### src/rtl/fetch_unit_pkg.sv
// rtl/fetch_unit_pkg.sv - shared fetch-stage constants, state encoding and buffer entry type
package fetch_unit_pkg;

    localparam logic [31:0] NOP_INSTR        = 32'h0000_0000;
    localparam logic [31:0] RESET_PC_DEFAULT = 32'h0000_0000;

    typedef enum logic [1:0] {
        IDLE = 2'd0,
        WAIT = 2'd1,
        DROP = 2'd2
    } fetch_state_e;

    typedef struct packed {
        logic [31:0] pc_plus4;
        logic [31:0] instr;
    } fetch_entry_t;

    function automatic logic [31:0] word_align(input logic [31:0] addr);
        return {addr[31:2], 2'b00};
    endfunction

endpackage

### src/rtl/fetch_buffer.sv
// rtl/fetch_buffer.sv - small synchronous FIFO of fetched {pc_plus4, instr} entries
module fetch_buffer
    import fetch_unit_pkg::*;
#(
    parameter int DEPTH = 2
) (
    input  logic                       clk,
    input  logic                       rst_n,
    input  logic                       push,
    input  fetch_entry_t               push_data,
    input  logic                       pop,
    input  logic                       clear,
    output fetch_entry_t               head_data,
    output logic [$clog2(DEPTH):0]     count,
    output logic                       empty
);

    localparam int AW = $clog2(DEPTH);
    localparam logic [AW:0] DEPTH_C = (AW + 1)'(DEPTH);

    fetch_entry_t mem_q [DEPTH];
    fetch_entry_t mem_d [DEPTH];
    logic [AW:0]  wr_ptr_q, wr_ptr_d;
    logic [AW:0]  rd_ptr_q, rd_ptr_d;
    logic         full;

    // Pointers carry one extra wrap bit so full and empty are distinguishable.
    assign count     = wr_ptr_q - rd_ptr_q;
    assign empty     = (count == '0);
    assign full      = (count == DEPTH_C);
    assign head_data = mem_q[rd_ptr_q[AW-1:0]];

    always_comb begin
        mem_d    = mem_q;
        wr_ptr_d = wr_ptr_q;
        rd_ptr_d = rd_ptr_q;
        if (clear) begin
            wr_ptr_d = '0;
            rd_ptr_d = '0;
        end else begin
            if (push && !full) begin
                mem_d[wr_ptr_q[AW-1:0]] = push_data;
                wr_ptr_d                = wr_ptr_q + 1'b1;
            end
            if (pop && !empty) begin
                rd_ptr_d = rd_ptr_q + 1'b1;
            end
        end
    end

    always_ff @(posedge clk or negedge rst_n) begin
        if (!rst_n) begin
            wr_ptr_q <= '0;
            rd_ptr_q <= '0;
            for (int i = 0; i < DEPTH; i++) begin
                mem_q[i] <= '0;
            end
        end else begin
            wr_ptr_q <= wr_ptr_d;
            rd_ptr_q <= rd_ptr_d;
            mem_q    <= mem_d;
        end
    end

endmodule

### src/rtl/fetch_unit.sv
// rtl/fetch_unit.sv - instruction fetch stage: PC, single-outstanding imem requests, instruction buffer
module fetch_unit
    import fetch_unit_pkg::*;
#(
    parameter logic [31:0] RESET_PC = RESET_PC_DEFAULT,
    parameter int          DEPTH    = 2
) (
    input  logic        clk,
    input  logic        rst_n,
    input  logic        stall,
    input  logic        redirect,
    input  logic [31:0] redirect_pc,
    output logic        imem_req,
    output logic [31:0] imem_addr,
    input  logic        imem_rvalid,
    input  logic [31:0] imem_rdata,
    output logic [31:0] PCPlus4_IF,
    output logic [31:0] Instr_IF,
    output logic        if_valid
);

    localparam int AW = $clog2(DEPTH);
    localparam logic [AW+1:0] DEPTH_W = (AW + 2)'(DEPTH);

    fetch_state_e  state_q, state_d;
    logic [31:0]   fetch_pc_q, fetch_pc_d;

    logic          push, pop, room, issue;
    logic [AW+1:0] occ_after;
    fetch_entry_t  push_data, head;
    logic [AW:0]   buf_count;
    logic          buf_empty;

    always_comb begin
        push = (state_q == WAIT) && imem_rvalid && !redirect;
        pop  = !stall && !buf_empty && !redirect;

        // While WAIT, fetch_pc_q already holds the outstanding request's address + 4.
        push_data.pc_plus4 = fetch_pc_q;
        push_data.instr    = imem_rdata;

        occ_after = {1'b0, buf_count}
                  + {{(AW + 1){1'b0}}, push}
                  - {{(AW + 1){1'b0}}, pop};
        room  = (occ_after < DEPTH_W);
        issue = rst_n && !redirect && room &&
                ((state_q == IDLE) || ((state_q == WAIT) && imem_rvalid));

        state_d    = state_q;
        fetch_pc_d = fetch_pc_q;
        case (state_q)
            IDLE: if (issue) state_d = WAIT;
            WAIT: begin
                if (redirect)         state_d = imem_rvalid ? IDLE : DROP;
                else if (imem_rvalid) state_d = issue ? WAIT : IDLE;
            end
            DROP: if (imem_rvalid) state_d = IDLE;
            default: state_d = IDLE;
        endcase

        if (redirect)   fetch_pc_d = word_align(redirect_pc);
        else if (issue) fetch_pc_d = fetch_pc_q + 32'd4;

        imem_req   = issue;
        imem_addr  = fetch_pc_q;
        if_valid   = !buf_empty;
        Instr_IF   = buf_empty ? NOP_INSTR : head.instr;
        PCPlus4_IF = buf_empty ? 32'h0     : head.pc_plus4;
    end

    always_ff @(posedge clk or negedge rst_n) begin
        if (!rst_n) begin
            state_q    <= IDLE;
            fetch_pc_q <= RESET_PC;
        end else begin
            state_q    <= state_d;
            fetch_pc_q <= fetch_pc_d;
        end
    end

    fetch_buffer #(
        .DEPTH(DEPTH)
    ) u_fetch_buffer (
        .clk       (clk),
        .rst_n     (rst_n),
        .push      (push),
        .push_data (push_data),
        .pop       (pop),
        .clear     (redirect),
        .head_data (head),
        .count     (buf_count),
        .empty     (buf_empty)
    );

endmodule
### config.mk
export PLATFORM = sky130hd
export DESIGN_NAME = fetch_unit
export DESIGN_NICKNAME = d
export VERILOG_FILES = /design/src/rtl/fetch_unit_pkg.sv /design/src/rtl/fetch_buffer.sv /design/src/rtl/fetch_unit.sv
export SDC_FILE = /design/constraint.sdc
export NUM_CORES = 1
export LEC_CHECK = 0
export ABC_CLOCK_PERIOD_IN_PS = 9300
export CAP_MARGIN = 20
export CORE_ASPECT_RATIO = 1.4
export CORE_MARGIN = 2
export CORE_UTILIZATION = 56
export DETAILED_ROUTE_END_ITERATION = 6
export GPL_TIMING_DRIVEN = 0
export PLACE_DENSITY = 0.95
export SLEW_MARGIN = 20
export SYNTH_ARGS = -nofsm -noshare
export SYNTH_HDL_FRONTEND = slang
export SYNTH_HIERARCHICAL = 1
export SYNTH_SLANG_ARGS = --single-unit
### constraint.sdc
create_clock -name clk -period 9.3 [get_ports clk]
set_clock_uncertainty 0.2 [all_clocks]
set_input_delay 1.395 -clock clk [delete_from_list [all_inputs] [get_ports clk]]
set_output_delay 1.395 -clock clk [all_outputs]
set_load 0.02 [all_outputs]
==> results.toml, run 1 <==
[critical_path]
cp.required_ns = 7.71
arrival_ns = 5.40
path_cells = "clkbuf_1, clkbuf_1, nor3_1, ha_1, nand2b_1, fa_1, and2_0, nand4_1, inv_1, buf_1, clkdlybuf4s50_1"
r2r_end = "imem_addr[19]"
crit_path_start = "redirect"
r2r_cells = 16
critPathBufInv = 5
r2r_setup_slack_ns = 4.39
crit_type = "in -> out"
setup.worst_path.end_class = "output port"
r2r-start = "u_fetch_buffer/wr_ptr_q[0]"
endpoint = "imem_req"
cp-start-kind = "primary input"
crit_family = "buffers and inverters"
critPathMaxFanout = 10
slowest_stage = "clkdlybuf4s50_1"
cp.depth = 11
crit_top_cell = "clkbuf_1"
critPathMaxStageDelay_ns = 0.73

[routing]
ant_nets = 0
postRouteWirelength_um = 24200
first_pass_iters = 6
detail_route.wl_per_cell_um = 21.3
route.vias.total = 7097
drc = 0
vias_per_cell = 6.24
drt_iter0_drc = 458

[layout]
layout_commonest_cell = "dfrtp_1"
syn_to_final_growth_pct = 30.1
drive_gt1_share_pct = 16.4
fin_nets = 1008
multi_input_area_mm2 = 0.00385
final_cell_mix = "dfrtp_1, clkdlybuf4s50_1, o2bb2ai_1"
fillers = 955
final_cells = 1137
final_area_mm2 = 0.0108
final-seq-area_mm2 = 0.00410
insertedDiodeCount = 0

[synthesis]
synth_edf_count = 0
yosys_register_bits = 164
synthArstFlopShare_pct = 100
syn-mean-instance-area_um2 = 11.1
ys_seq_area_share_pct = 49.2
synth_top_flop_cell = "dfrtp_1"
synth_cells = 751
yosys_warnings = 6
ys_types = 58
syn-cell-area_mm2 = 0.00834

[run_status]
status = "finished, final reports clean"

[global_routing]
grt_pass1_wl_um = 38800
grt_max_degree = 98
grt_pass1_vias = 7486
grt.total_usage_pct = 31.2
grt_overflow = 0
antenna_found_initial = 0

[placement]
gp_congestion = 0.916
placed_cells = 1105
place_area_mm2 = 0.0102
dp_slack_ns = 2.46
io_buffers = 161
dpl.hpwl_um = 16500

[clocking]
numCtsBuffers = 17
cts-resized-gates = 0
cts_setup_buffers = 0
h-tree-depth = 4
clkSlewWorstSetupHoldPaths_ns = 0.06
numClockSinks = 164
cts_tree = "built"
clock_path_buffers = 2
clk_latency_ns = 0.43
cts_hold_buf = 0
cts-root-buf = "clkbuf_16"

[floorplanning]
start_util_pct = 57.5
num_rows = 52
die_h_um = 148
die_x_um = 107
io_pins = 167
core-area_mm2 = 0.0145
dieArea_mm2 = 0.0159

[power]
p_per_area_mw_per_mm2 = 253
irDropWorstVdd_mv = 0.137
p_leak_nw = 4.30
totalPowerFinal_mw = 2.75

[timing]
timing.final.crit_share_pct = 75.2
setup_slack_ns = 2.31
finalCriticalPeriod_ns = 6.99
worst_slew_pin_slew_ns = 0.743
grt_setup_unrepaired = "no"
setup_viol_count_final = 0
fin_hold_ws_ns = 0.284
hold_violations = 0
relSlewSlack_pct = 50.5
achievable-frequency_mhz = 143
slew_viol_final = 0

[min_path]
hold_path_class = "reg -> reg"

[job]
cap_violations = 0
==> kinds of logic after synthesis <==
group	Yosys count	synth area share, %
muxes	66	8.88
buffers and inverters	73	4.71
other	1	0.0450
and+or+nand+nor	242	15.3
adders and majority gates	4	0.690
AOI/OAI and AO/OA	198	20.6
DFF	164	49.2
xor gates and xnor gates	3	0.540
==> synthesized netlist by cell type (all sizes together), types with 2 or more instances <==
| master | number | area [um^2] |
|---|---|---|
| nand3 | 20 | 105 |
| nor2b | 65 | 407 |
| mux2 | 64 | 721 |
| and3 | 8 | 50.1 |
| a221o | 3 | 30.0 |
| buf | 33 | 243 |
| ha | 3 | 37.5 |
| nor3 | 4 | 20.0 |
| nor4b | 2 | 17.5 |
| mux2i | 2 | 20.0 |
| nor2 | 13 | 48.8 |
| o2bb2ai | 128 | 1180 |
| o311ai | 8 | 70.1 |
| or3 | 3 | 18.8 |
| or4 | 2 | 15.0 |
| nor4 | 3 | 48.8 |
| nand2 | 101 | 379 |
| nand4 | 10 | 83.8 |
| a31o | 5 | 43.8 |
| o21ai | 17 | 108 |
| a21oi | 10 | 50.1 |
| xnor2 | 3 | 45.1 |
| inv | 10 | 37.5 |
| a21o | 2 | 15.0 |
| o211ai | 14 | 133 |
| and2 | 3 | 20.0 |
| a32oi | 3 | 26.3 |
| a22oi | 2 | 15.0 |
| clkbuf | 30 | 113 |
| nand2b | 3 | 18.8 |
| dfrtp | 164 | 4100 |
==> area by class of cell <==
type	instances	share of cell area, %
repair buffers	162	15.2
multi-input cells	517	35.5
plain buffers	63	3.28
flip-flops and latches	164	37.8
inverters	10	0.346
well taps	189	2.18
clock inverters	15	1.79
clock buffers	17	3.92
==> sequential cells by signal (all words and copies together) (netlist names) <==
name / flops
u_fetch_buffer/rd_ptr_q: 2
u_fetch_buffer/mem_q: 128
state_q: 2
u_fetch_buffer/wr_ptr_q: 2
imem_addr: 30
==> worst register-to-register path, cell delays in order, from the launching register on <==
cell      delay (ns)
dfrtp_1         0.43
inv_1           0.09
ha_1            0.29
buf_2           0.18
and2_2          0.20
clkbuf_1        0.24
nor3_1          0.59
ha_1            0.33
nand2b_1        0.15
fa_1            0.48
and2_0          0.17
nand4_1         0.15
inv_1           0.19
buf_1           0.55
nand4_1         0.22
a31oi_1         0.21
o21ai_0         0.11
==> worst min-delay path by stage <==
| stage | startpoint | to | slack (ns) | cells after the start |
|---|---|---|---|---|
| floorplan | u_fetch_buffer/mem_q[0] | u_fetch_buffer/mem_q[0] | 0.25 | 1 |
| global placement | u_fetch_buffer/mem_q[44] | u_fetch_buffer/mem_q[44] | 0.26 | 1 |
| detailed placement | u_fetch_buffer/mem_q[34] | u_fetch_buffer/mem_q[34] | 0.27 | 1 |
| CTS | u_fetch_buffer/mem_q[34] | u_fetch_buffer/mem_q[34] | 0.29 | 1 |
| global route | u_fetch_buffer/mem_q[99] | u_fetch_buffer/mem_q[99] | 0.30 | 1 |
| finish | u_fetch_buffer/mem_q[34] | u_fetch_buffer/mem_q[34] | 0.28 | 1 |
==> report_power, final <==
group	leakage, nW	internal, mW	total [mW]	switching, mW
Sequential	2.16	0.904	1.06	0.153
Clock	0.298	0.430	0.735	0.305
Combinational	1.85	0.496	0.954	0.458
==> per-stage QoR <==
step                      utilization (%)  TNS, ns
after floorplan                         -        0
after global placement               70.3    -1.40
after detailed placement             70.5        0
after CTS                            74.8        0
after global routing                 74.8        0
final                                74.8        0
==> routing by layer <==
metal / up-vias / part of all wire [%] / global-route usage (%)
met5: - / 0 / 0
met2: 339 / 53 / 54.2
met4: 0 / 3.7 / 15.1
li1: 3133 / - / -
met3: 68 / 5.2 / 4.95
met1: 3557 / 38 / 37.4
Note: power is estimated with default switching activity, not from simulation.
==> run 2: changes to the inputs <==
--- a/config.mk
+++ b/config.mk
@@ -5,14 +5,14 @@
 export SDC_FILE = /design/constraint.sdc
 export NUM_CORES = 1
 export LEC_CHECK = 0
-export ABC_CLOCK_PERIOD_IN_PS = 9300
+export ABC_CLOCK_PERIOD_IN_PS = 6400
 export CAP_MARGIN = 20
 export CORE_ASPECT_RATIO = 1.4
 export CORE_MARGIN = 2
-export CORE_UTILIZATION = 56
+export CORE_UTILIZATION = 47
 export DETAILED_ROUTE_END_ITERATION = 6
 export GPL_TIMING_DRIVEN = 0
-export PLACE_DENSITY = 0.95
+export PLACE_DENSITY = 0.87
 export SLEW_MARGIN = 20
 export SYNTH_ARGS = -nofsm -noshare
 export SYNTH_HDL_FRONTEND = slang
==> constraint.sdc (replaced) <==
create_clock -name clk -period 6.4 [get_ports clk]
set_clock_uncertainty 0.2 [all_clocks]
set_input_delay 0.96 -clock clk [delete_from_list [all_inputs] [get_ports clk]]
set_output_delay 0.96 -clock clk [all_outputs]
set_load 0.02 [all_outputs]
==> results.toml, run 2 (same netlist as run 1, synthesis figures left out) <==
[power]
pwr-share-comb_pct = 35.0
p_per_area_mw_per_mm2 = 360
p_leak_nw = 4.30
totalPowerFinal_mw = 3.92
irDropWorstVdd_mv = 0.203
p_int_mw = 2.66
p_clk_share_pct = 26.2
p_sw_mw = 1.26
switching_share_pct = 32.1
sequentialPowerShare_pct = 38.8

[timing]
hold_violations = 0
relSlewSlack_pct = 53.0
setup_viol_count_final = 0
setup_tns_ns = 0
grt_setup_unrepaired = "no"
worst_slew_pin_slew_ns = 0.704
achievable-frequency_mhz = 166
slew_viol_final = 0
timing.final.crit_share_pct = 94.2
finalCriticalPeriod_ns = 6.03
setup_slack_ns = 0.370

[routing]
first_pass_iters = 5
postRouteWirelength_um = 23200
route.vias.total = 6888
vias_per_cell = 5.82
drc = 0
drt_iter0_drc = 609
ant_nets = 0
detail_route.wl_per_cell_um = 19.6

[placement]
dpl.hpwl_um = 16300
io_buffers = 161
place_area_mm2 = 0.0103
dp_slack_ns = 0.504
gp_congestion = 0.879

[clocking]
clk_latency_ns = 0.43
cts_hold_buf = 0
h-tree-depth = 4
cts-root-buf = "clkbuf_16"
numCtsBuffers = 17
clock_path_buffers = 2
numClockSinks = 164
clkSlewWorstSetupHoldPaths_ns = 0.06
cts_tree = "built"

[job]
cap_violations = 0

[critical_path]
cp.required_ns = 5.24
path_cells = "inv_1, ha_1, buf_2, and2_2, clkbuf_1, nor3_2, ha_1, nand2b_1, fa_1, and2_0, nand4_1, inv_1, buf_1, clkdlybuf4s50_1"
arrival_ns = 4.87
slowest_stage = "clkdlybuf4s50_1"
critPathMaxFanout = 10
r2r-start = "u_fetch_buffer/wr_ptr_q[0]"
critPathMaxStageDelay_ns = 0.73
crit_type = "reg -> out"
setup.worst_path.end_class = "output port"
cp-start-kind = "register"
critPathBufInv = 6
crit_path_start = "u_fetch_buffer/wr_ptr_q[0]"
crit_family = "buffers and inverters"

[floorplanning]
die_h_um = 162
start_util_pct = 47.9
core-area_mm2 = 0.0174
die_x_um = 117
io_pins = 167
dieArea_mm2 = 0.0188
num_rows = 57

[global_routing]
grt_pass1_vias = 7014
grt_max_degree = 94
grt.total_usage_pct = 25.4
grt_pass1_wl_um = 36800
grt_overflow = 0
antenna_found_initial = 0

[run_status]
status = "finished, final reports clean"

[layout]
final_area_mm2 = 0.0109
layout_commonest_cell = "dfrtp_1"
largest_register_ffs = 128
drive_gt1_share_pct = 16.2
regMostFlops = "u_fetch_buffer/mem_q"
fin_nets = 1008
syn_to_final_growth_pct = 30.6
final_cell_mix = "dfrtp_1, clkdlybuf4s50_1, o2bb2ai_1"
insertedDiodeCount = 0

[min_path]
worstHoldStart = "u_fetch_buffer/mem_q[23]"
hold_path_class = "reg -> reg"
[run 2: power by group through the flow]
stage	logic, mW	registers, mW	clock network, mW
global placement	1.34	1.51	0
floorplan	0.878	1.50	0
global route	1.47	1.55	1.08
detailed placement	1.37	1.52	0
finish	1.37	1.52	1.03
CTS	1.38	1.51	1.04
[run 2: final timing paths]
path | to | slack (ns) | depth (start not counted)
max | imem_req | 0.37 | 14
min | u_fetch_buffer/mem_q[23] | 0.28 | 1
max in group asynchronous | u_fetch_buffer/mem_q[83] | 4.85 | 2
max reg2reg | imem_addr[16] | 1.82 | 16
min in group asynchronous | imem_addr[6] | 0.29 | 1
min reg2reg | u_fetch_buffer/mem_q[23] | 0.28 | 1
[run 2: stage by stage]
| step | hold slack [ns] | std cells | util (%) |
|---|---|---|---|
| final | 0.281 | 1183 | 62.6 |
| after floorplan | 0.251 | 754 | - |
| after detailed placement | 0.269 | 1152 | 59.1 |
| after global routing | 0.297 | 1183 | 62.6 |
| after CTS | 0.285 | 1183 | 62.6 |
| after global placement | 0.265 | 1151 | 58.9 |
[run 2: repair_timing]
action | 4_1_cts | 5_1_grt
resized for setup | 0 | 1
buffers inserted | 0 | 0
setup endpoints to repair | 0 | 1
[run 2: metal layers]
layer | GRT usage, % | up-vias | wire, um
met3 | 4.69 | 56 | 1140
met1 | 31.3 | 3439 | 9410
met4 | 11.3 | 0 | 726
met5 | 0 | - | 0
met2 | 43.0 | 261 | 12000
li1 | - | 3132 | -
[run 2: final cells by class]
class / count / area (um^2)
tap: 236 / 295
clock buffer: 24 / 502
inverter: 10 / 37.5
timing repair buffer: 162 / 1640
fill: 1411 / 6510
buffer: 63 / 355
sequential: 164 / 4100
clock inverter: 7 / 95.1
multi-input combinational: 517 / 3860
